--- src/rtl/lcd_ctrl_pkg.sv ---
// ----------------------------------------------------------------------------
// lcd_ctrl_pkg
// Shared types and helpers for the HD44780-style LCD write controller.
//   lcd_state_e   : controller FSM state encoding
//   lcd_cmd_t     : one queued write, {rs, data[7:0]}
//   is_long_cmd() : true for clear/home instructions, which need the long
//                   execution wait
//   max_int()     : elaboration-time helper for sizing the timing counter
// ----------------------------------------------------------------------------
package lcd_ctrl_pkg;

    typedef enum logic [2:0] {
        ST_POWERUP = 3'd0,
        ST_IDLE    = 3'd1,
        ST_SETUP   = 3'd2,
        ST_EN_HI   = 3'd3,
        ST_HOLD    = 3'd4,
        ST_EXEC    = 3'd5
    } lcd_state_e;

    localparam logic [7:0] CMD_CLEAR = 8'h01;
    localparam logic [7:0] CMD_HOME  = 8'h02;

    typedef struct packed {
        logic       rs;
        logic [7:0] data;
    } lcd_cmd_t;

    localparam int LCD_CMD_W = $bits(lcd_cmd_t);

    // Clear is 0x01; home decodes as 0x02 or 0x03 (bit 0 is don't-care).
    // Data writes and the null instruction 0x00 are short.
    function automatic logic is_long_cmd(input lcd_cmd_t cmd);
        logic hit;
        hit = (cmd.data == CMD_CLEAR) || ({cmd.data[7:1], 1'b0} == CMD_HOME);
        return !cmd.rs && hit;
    endfunction

    function automatic int max_int(input int a, input int b);
        return (a > b) ? a : b;
    endfunction

endpackage

--- src/rtl/lcd_ctrl_fifo.sv ---
// ----------------------------------------------------------------------------
// sync_fifo
// Single-clock FIFO used to queue LCD write commands. Show-ahead read:
// rd_data always presents the head entry while the FIFO is non-empty.
// Push when full and pop when empty are ignored.
// Ports:
//   clk, rst_n      : clock, async active-low reset (flushes the FIFO)
//   push, wr_data   : write request and data
//   pop             : remove head entry
//   rd_data         : head entry
//   full, empty     : status flags from the registered level
//   level           : number of stored entries, 0..DEPTH
// ----------------------------------------------------------------------------
module sync_fifo #(
    parameter int WIDTH = 9,
    parameter int DEPTH = 16
) (
    input  logic                         clk,
    input  logic                         rst_n,
    input  logic                         push,
    input  logic [WIDTH-1:0]             wr_data,
    input  logic                         pop,
    output logic [WIDTH-1:0]             rd_data,
    output logic                         full,
    output logic                         empty,
    output logic [$clog2(DEPTH+1)-1:0]   level
);

    localparam int PTR_W = $clog2(DEPTH);
    localparam int LVL_W = $clog2(DEPTH + 1);

    logic [WIDTH-1:0] mem [DEPTH];

    logic [PTR_W-1:0] wr_ptr_q, wr_ptr_d;
    logic [PTR_W-1:0] rd_ptr_q, rd_ptr_d;
    logic [LVL_W-1:0] level_q, level_d;
    logic             push_ok;
    logic             pop_ok;

    assign full    = (level_q == LVL_W'(DEPTH));
    assign empty   = (level_q == '0);
    assign level   = level_q;
    assign rd_data = mem[rd_ptr_q];

    assign push_ok = push && !full;
    assign pop_ok  = pop && !empty;

    // DEPTH is a power of two, so the pointers wrap on their own.
    always_comb begin
        wr_ptr_d = wr_ptr_q;
        rd_ptr_d = rd_ptr_q;
        level_d  = level_q;
        if (push_ok) wr_ptr_d = wr_ptr_q + 1'b1;
        if (pop_ok)  rd_ptr_d = rd_ptr_q + 1'b1;
        case ({push_ok, pop_ok})
            2'b10:   level_d = level_q + 1'b1;
            2'b01:   level_d = level_q - 1'b1;
            default: level_d = level_q;
        endcase
    end

    always_ff @(posedge clk or negedge rst_n) begin
        if (!rst_n) begin
            wr_ptr_q <= '0;
            rd_ptr_q <= '0;
            level_q  <= '0;
        end else begin
            wr_ptr_q <= wr_ptr_d;
            rd_ptr_q <= rd_ptr_d;
            level_q  <= level_d;
        end
    end

    // Storage needs no reset; the pointers define which entries are valid.
    always_ff @(posedge clk) begin
        if (push_ok) mem[wr_ptr_q] <= wr_data;
    end

endmodule

--- src/rtl/lcd_ctrl.sv ---
// ----------------------------------------------------------------------------
// lcd_ctrl
// HD44780-style character-LCD write controller. Bus-side {rs, byte} writes
// are queued in a FIFO and replayed onto the LCD pins with cycle-counted
// setup / enable / hold / execution timing. BUS_W=4 sends each byte as two
// nibbles, high first, with no execution wait between them.
// Ports:
//   clk_clk, reset_reset_n : clock, async active-low reset
//   cmd_valid/ready        : command handshake (ready = FIFO not full)
//   cmd_rs, cmd_data       : register select and byte of the command
//   lcd_data, lcd_rs       : LCD pins, change only when entering SETUP
//   lcd_rw                 : tied low, write-only
//   lcd_en                 : enable strobe
//   busy                   : not IDLE or commands pending
//   fifo_level             : commands queued
//
// state    | meaning
// ---------+-------------------------------------------------------------
// POWERUP  | wait T_POWERUP cycles after reset, pushes still accepted
// IDLE     | pop head when FIFO non-empty, load rs and first beat
// SETUP    | rs/data settling for T_SETUP cycles, en low
// EN_HI    | en high for T_EN cycles
// HOLD     | en low, rs/data held T_HOLD cycles; 4-bit first nibble
//          | goes back to SETUP with the low nibble
// EXEC     | wait T_EXEC or T_EXEC_LONG for the LCD to execute
// ----------------------------------------------------------------------------
module lcd_ctrl
    import lcd_ctrl_pkg::*;
#(
    parameter int BUS_W       = 8,
    parameter int DEPTH       = 16,
    parameter int T_POWERUP   = 750000,
    parameter int T_SETUP     = 4,
    parameter int T_EN        = 12,
    parameter int T_HOLD      = 2,
    parameter int T_EXEC      = 2000,
    parameter int T_EXEC_LONG = 76000
) (
    input  logic                         clk_clk,
    input  logic                         reset_reset_n,
    input  logic                         cmd_valid,
    output logic                         cmd_ready,
    input  logic                         cmd_rs,
    input  logic [7:0]                   cmd_data,
    output logic [BUS_W-1:0]             lcd_data,
    output logic                         lcd_rs,
    output logic                         lcd_rw,
    output logic                         lcd_en,
    output logic                         busy,
    output logic [$clog2(DEPTH+1)-1:0]   fifo_level
);

    localparam int T_MAX = max_int(max_int(max_int(T_POWERUP, T_SETUP),
                                           max_int(T_EN, T_HOLD)),
                                   max_int(T_EXEC, T_EXEC_LONG));
    localparam int CNT_W = $clog2(T_MAX + 1);

    // The counter is loaded with T-1 on state entry and the state is left
    // when it reads zero, so each state lasts exactly T cycles.
    localparam logic [CNT_W-1:0] CNT_POWERUP   = CNT_W'(T_POWERUP - 1);
    localparam logic [CNT_W-1:0] CNT_SETUP     = CNT_W'(T_SETUP - 1);
    localparam logic [CNT_W-1:0] CNT_EN        = CNT_W'(T_EN - 1);
    localparam logic [CNT_W-1:0] CNT_HOLD      = CNT_W'(T_HOLD - 1);
    localparam logic [CNT_W-1:0] CNT_EXEC      = CNT_W'(T_EXEC - 1);
    localparam logic [CNT_W-1:0] CNT_EXEC_LONG = CNT_W'(T_EXEC_LONG - 1);

    lcd_state_e       state_q, state_d;
    logic [CNT_W-1:0] cnt_q, cnt_d;
    lcd_cmd_t         cmd_q, cmd_d;
    logic             second_q, second_d;
    logic [BUS_W-1:0] lcd_data_q, lcd_data_d;
    logic             lcd_rs_q, lcd_rs_d;
    logic             lcd_en_q, lcd_en_d;

    lcd_cmd_t         push_cmd;
    lcd_cmd_t         head_cmd;
    logic             fifo_pop;
    logic             fifo_full;
    logic             fifo_empty;
    logic [BUS_W-1:0] beat_first;
    logic [BUS_W-1:0] beat_second;

    assign push_cmd = '{rs: cmd_rs, data: cmd_data};

    sync_fifo #(
        .WIDTH (LCD_CMD_W),
        .DEPTH (DEPTH)
    ) u_fifo (
        .clk     (clk_clk),
        .rst_n   (reset_reset_n),
        .push    (cmd_valid),
        .wr_data (push_cmd),
        .pop     (fifo_pop),
        .rd_data (head_cmd),
        .full    (fifo_full),
        .empty   (fifo_empty),
        .level   (fifo_level)
    );

    // First beat comes straight from the FIFO head (loaded on pop); the
    // second nibble comes from the captured command.
    if (BUS_W == 4) begin : g_nibble
        assign beat_first  = head_cmd.data[7:4];
        assign beat_second = cmd_q.data[3:0];
    end else begin : g_byte
        assign beat_first  = head_cmd.data;
        assign beat_second = cmd_q.data;
    end

    always_comb begin
        state_d    = state_q;
        cnt_d      = cnt_q;
        cmd_d      = cmd_q;
        second_d   = second_q;
        lcd_data_d = lcd_data_q;
        lcd_rs_d   = lcd_rs_q;
        lcd_en_d   = lcd_en_q;
        fifo_pop   = 1'b0;

        case (state_q)
            ST_POWERUP: begin
                if (cnt_q == '0) begin
                    state_d = ST_IDLE;
                    cnt_d   = '0;
                end else begin
                    cnt_d = cnt_q - 1'b1;
                end
            end
            ST_IDLE: begin
                if (!fifo_empty) begin
                    fifo_pop   = 1'b1;
                    cmd_d      = head_cmd;
                    lcd_rs_d   = head_cmd.rs;
                    lcd_data_d = beat_first;
                    second_d   = 1'b0;
                    state_d    = ST_SETUP;
                    cnt_d      = CNT_SETUP;
                end
            end
            ST_SETUP: begin
                if (cnt_q == '0) begin
                    state_d  = ST_EN_HI;
                    lcd_en_d = 1'b1;
                    cnt_d    = CNT_EN;
                end else begin
                    cnt_d = cnt_q - 1'b1;
                end
            end
            ST_EN_HI: begin
                if (cnt_q == '0) begin
                    state_d  = ST_HOLD;
                    lcd_en_d = 1'b0;
                    cnt_d    = CNT_HOLD;
                end else begin
                    cnt_d = cnt_q - 1'b1;
                end
            end
            ST_HOLD: begin
                if (cnt_q == '0) begin
                    if ((BUS_W == 4) && !second_q) begin
                        second_d   = 1'b1;
                        lcd_data_d = beat_second;
                        state_d    = ST_SETUP;
                        cnt_d      = CNT_SETUP;
                    end else begin
                        state_d = ST_EXEC;
                        cnt_d   = is_long_cmd(cmd_q) ? CNT_EXEC_LONG : CNT_EXEC;
                    end
                end else begin
                    cnt_d = cnt_q - 1'b1;
                end
            end
            ST_EXEC: begin
                if (cnt_q == '0) begin
                    state_d = ST_IDLE;
                    cnt_d   = '0;
                end else begin
                    cnt_d = cnt_q - 1'b1;
                end
            end
            default: begin
                state_d  = ST_POWERUP;
                cnt_d    = CNT_POWERUP;
                lcd_en_d = 1'b0;
            end
        endcase
    end

    always_ff @(posedge clk_clk or negedge reset_reset_n) begin
        if (!reset_reset_n) begin
            state_q    <= ST_POWERUP;
            cnt_q      <= CNT_POWERUP;
            cmd_q      <= '0;
            second_q   <= 1'b0;
            lcd_data_q <= '0;
            lcd_rs_q   <= 1'b0;
            lcd_en_q   <= 1'b0;
        end else begin
            state_q    <= state_d;
            cnt_q      <= cnt_d;
            cmd_q      <= cmd_d;
            second_q   <= second_d;
            lcd_data_q <= lcd_data_d;
            lcd_rs_q   <= lcd_rs_d;
            lcd_en_q   <= lcd_en_d;
        end
    end

    assign lcd_data  = lcd_data_q;
    assign lcd_rs    = lcd_rs_q;
    assign lcd_rw    = 1'b0;
    assign lcd_en    = lcd_en_q;
    assign cmd_ready = !fifo_full;
    assign busy      = (state_q != ST_IDLE) || !fifo_empty;

endmodule

--- config.mk ---
export PLATFORM = sky130hd
export DESIGN_NAME = lcd_ctrl
export DESIGN_NICKNAME = d
export VERILOG_FILES = /design/src/rtl/lcd_ctrl_pkg.sv /design/src/rtl/lcd_ctrl_fifo.sv /design/src/rtl/lcd_ctrl.sv
export SDC_FILE = /design/constraint.sdc
export NUM_CORES = 1
export LEC_CHECK = 0
export CORE_ASPECT_RATIO = 0.75
export CORE_MARGIN = 5
export CORE_UTILIZATION = 35
export DETAILED_ROUTE_END_ITERATION = 8
export PLACE_DENSITY = 0.55
export SETUP_SLACK_MARGIN = 0.02
export SLEW_MARGIN = 20
export SYNTH_ARGS = -nofsm -noshare
export SYNTH_HDL_FRONTEND = slang
export SYNTH_SLANG_ARGS = --single-unit
--- constraint.sdc ---
create_clock -name clk_clk -period 2.9 [get_ports clk_clk]
set_input_delay 0.58 -clock clk_clk [delete_from_list [all_inputs] [get_ports clk_clk]]
set_output_delay 0.58 -clock clk_clk [all_outputs]
set_load 0.03 [all_outputs]
==> results of run 1 <==
## per-layer routing
layer / wire length (microns) / share of wire / global-route usage / vias to the layer above
li1: - / - / - / 2115
met1: 9140 / 0.50 / 0.215 / 2486
met2: 8180 / 0.45 / 0.211 / 121
met3: 778 / 0.043 / 0.0265 / 12
met4: 167 / 0.0091 / 0.0377 / 0
met5: 0 / 0 / 0 / -
## cells by family (layout without fill, tap and decap cells)
group	count (synthesis)	count (layout)
mux	55	55
buf+inv	41	105
xor+xnor	14	14
simple gates	129	129
compound gates	71	71
other cells	1	1
fa+ha+maj	12	12
flops	190	190
## final cells by class
type                       instances  share of cell area
timing repair buffer              59              0.0554
tap                              300              0.0391
sequential                       190               0.572
clock inverter                    15              0.0176
clock buffer                      17              0.0443
multi-input combinational        282               0.266
inverter                          14             0.00547
## critical path: stages, from the launching register on
cell	delay, ns
dfrtp_1	0.49
or3b_2	0.55
nor3b_2	0.23
inv_1	0.09
dlygate4sd2_1	0.36
## power groups by stage
| stage | registers [mW] | clock network (mW) | logic, mW |
|---|---|---|---|
| final | 3.96 | 2.35 | 2.88 |
| after global routing | 4.03 | 2.53 | 3.12 |
| after CTS | 3.96 | 2.41 | 2.92 |
| after detailed placement | 4.02 | 0 | 2.91 |
| after global placement | 3.98 | 0 | 2.87 |
| after floorplan | 4.00 | 0 | 1.82 |
## repair_timing
item | in CTS | in global routing
gates resized for setup | 1 | 0
setup buffers | 0 | 0
endpoints found under the setup margin | 1 | 0
## state kept, by name (all words and copies together), names as in the netlist
signal / count
u_fifo.rd_ptr_q: 4
cnt_q: 20
lcd_rs: 1
u_fifo.level: 5
u_fifo.mem: 144
state_q: 3
u_fifo.wr_ptr_q: 4
lcd_data: 8
lcd_en: 1
## placed cells by master (no fill, tap or decap), types with 3 or more instances in the layout
| cell type | Yosys | final |
|---|---|---|
| xnor2_1 | 8 | 8 |
| xor2_1 | 6 | 6 |
| nand3_1 | 14 | 14 |
| edfxtp_1 | 144 | 144 |
| clkinv_4 | 0 | 3 |
| mux2_2 | 10 | 10 |
| clkdlybuf4s50_1 | 0 | 26 |
| a22oi_1 | 4 | 4 |
| ha_1 | 11 | 11 |
| o211ai_1 | 3 | 3 |
| buf_4 | 2 | 29 |
| dfstp_2 | 13 | 13 |
| nand2_1 | 25 | 24 |
| dfrtp_1 | 33 | 32 |
| o21ai_0 | 22 | 22 |
| inv_6 | 0 | 4 |
| a21oi_1 | 20 | 20 |
| and3_1 | 3 | 3 |
| clkbuf_16 | 0 | 17 |
| nor2_1 | 32 | 32 |
| nor4_1 | 8 | 7 |
| o311a_1 | 4 | 4 |
| nor3_1 | 22 | 22 |
| mux4_2 | 45 | 45 |
| inv_8 | 0 | 5 |
| nand4_1 | 6 | 6 |
| inv_1 | 14 | 14 |
| nand2b_1 | 5 | 5 |
## worst max path at each step
| stage | to | slack (ns) | cells past startpoint |
|---|---|---|---|
| floorplan | u_fifo.level[4] | 0.02 | 14 |
| global placement | u_fifo.level[4] | 0.30 | 12 |
| detailed placement | u_fifo.level[4] | 0.26 | 12 |
| CTS | busy | 0.14 | 4 |
| global route | busy | 0.03 | 4 |
| finish | busy | 0.17 | 4 |
## metrics by stage
stage | instance area (sq um) | total power, mW | hold slack [ns]
2_1_floorplan | 8220 | 5.83 | 0.284
5_1_grt | 9600 | 9.68 | 0.165
3_3_place_gp | 9010 | 6.85 | 0.469
3_5_place_dp | 9010 | 6.93 | 0.476
6_report | 9600 | 9.19 | 0.120
4_1_cts | 9600 | 9.29 | 0.138
==> impl_metrics.env, run 1 <==
export IMPL_fin_crit_ns=2.73
export IMPL_ys_ff_latch=190
export IMPL_gr_total_overflow=0
export IMPL_end_kind="output port"
export IMPL_arrival_ns=2.15
export IMPL_synthSimpleGateAreaFrac=0.0812
export IMPL_holdCritPathClass="input port to async pin"
export IMPL_place_inst=845
export IMPL_clkPwrFrac=0.256
export IMPL_synthCells=513
export IMPL_core_area_sq_um=23100
export IMPL_grt_pass1_vias=4785
export IMPL_clk_latency_ns=0.44
export IMPL_worst_setup_path_start_kind="register"
export IMPL_irDropWorstVdd_v=0.000451
export IMPL_synthTopCellsByCount="edfxtp_1, mux4_2, dfrtp_1, nor2_1, nand2_1"
export IMPL_yosys_warnings=0
export IMPL_finalCritPeriodShare=0.943
export IMPL_dp_hpwl_microns=12400
export IMPL_synthMuxAreaShare=0.137
export IMPL_slew_violations=0
export IMPL_grt_antenna_before_repair=0
export IMPL_synthTopCellsByArea="edfxtp_1, mux4_2, dfrtp_1, dfstp_2, ha_1"
export IMPL_place_ws_ns=0.255
export IMPL_synth_edf_count=144
export IMPL_crit_type="register to output port"
export IMPL_antenna_left=0
export IMPL_pwr_share_comb=0.313
export IMPL_synth_flop_cell="edfxtp_1"
export IMPL_p_sw_frac=0.339
export IMPL_cts_buffers=17
export IMPL_synth_most_common_cell="edfxtp_1"
export IMPL_fp_dieW_microns=187
export IMPL_yosysSeqAreaShare=0.670
export IMPL_path_clk_slew_ns=0.08
export IMPL_areaGrowthSynthToFinish_pct=17.1
export IMPL_postLayoutCoreUtil=0.416
export IMPL_max_clock_path_buffers=2
export IMPL_rows=48
export IMPL_drt_initial_drc_count=483
export IMPL_syn_num_nets=537
export IMPL_die_height_microns=143
export IMPL_synth_xor_area_frac=0.0150
export IMPL_tns_ns=0
export IMPL_synth_compound_area_frac=0.0560
export IMPL_synth_cell_types=52
export IMPL_multiInputGateArea_sq_um=2550
export IMPL_r2r_start="u_fifo.level[1]"
export IMPL_switchingPower_mw=3.12
export IMPL_synth_top_cell_area_share=0.527
export IMPL_avgRoutedWirePerCell_microns=20.8
export IMPL_grt_pass1_wl_microns=29000
export IMPL_nets=588
export IMPL_drcViolationCount=0
export IMPL_synth_top_family_by_area="multiplexers"
export IMPL_vias=4734
export IMPL_io_pins=30
export IMPL_required_ns=2.32
export IMPL_port_buffers=28
export IMPL_critPathLaunch="state_q[0]"
export IMPL_cts_sinks=190
export IMPL_powerDensity_nw_per_um2=957
export IMPL_via_per_inst=5.40
export IMPL_syn_area_per_cell_sq_um=16.0
export IMPL_status="completed"
export IMPL_drive_gt1_frac=0.250
export IMPL_drtPass1Iterations=5
export IMPL_internal_power_mw=6.07
export IMPL_fmax_mhz=366
export IMPL_worst_pin_slew_ns=0.858
export IMPL_fp_dieArea_sq_um=26600
export IMPL_hold_viol=0
export IMPL_rsz0062_at_grt="no"
export IMPL_track_usage=0.142
export IMPL_cts_tree="yes"
export IMPL_p_leak_nw=3.34
export IMPL_r2r_end="u_fifo.level[4]"
export IMPL_wl_microns=18300
export IMPL_cap_violations=0
export IMPL_async_flop_share=0.242
export IMPL_seq_area_sq_um=5490
export IMPL_synth_adder_area_share=0.0192
export IMPL_path_max_fanout=8
export IMPL_start_util=0.356
export IMPL_synth_cell_area_sq_um=8200
export IMPL_grt_max_degree=40
export IMPL_n_fill_cell=2101
export IMPL_r2r_cells=13
export IMPL_n_antenna_cell=0
export IMPL_htreeDepth=4
export IMPL_ctsHoldBuffers=0
export IMPL_gp_congestion=0.831
export IMPL_cts_root_buf="clkbuf_16"
export IMPL_worst_clock_skew_ns=0.0131
export IMPL_instances_no_fill=877
export IMPL_setup_viol_count_final=0
export IMPL_reg2reg_slack_ns=0.30
export IMPL_synth_area_leader_cell="edfxtp_1"
export IMPL_seqPwrFrac=0.431
export IMPL_max_slew_margin=0.422
export IMPL_fin_ws_ns=0.166
(Power assumes the default switching activity.)
==> inputs of run 2 (changes only) <==
--- a/config.mk
+++ b/config.mk
@@ -5,6 +5,7 @@
 export SDC_FILE = /design/constraint.sdc
 export NUM_CORES = 1
 export LEC_CHECK = 0
+export CAP_MARGIN = 20
 export CORE_ASPECT_RATIO = 0.75
 export CORE_MARGIN = 5
 export CORE_UTILIZATION = 35
==> results of run 2 <==
Same layout as run 1: the final DEF is identical, and so are final timing and power.
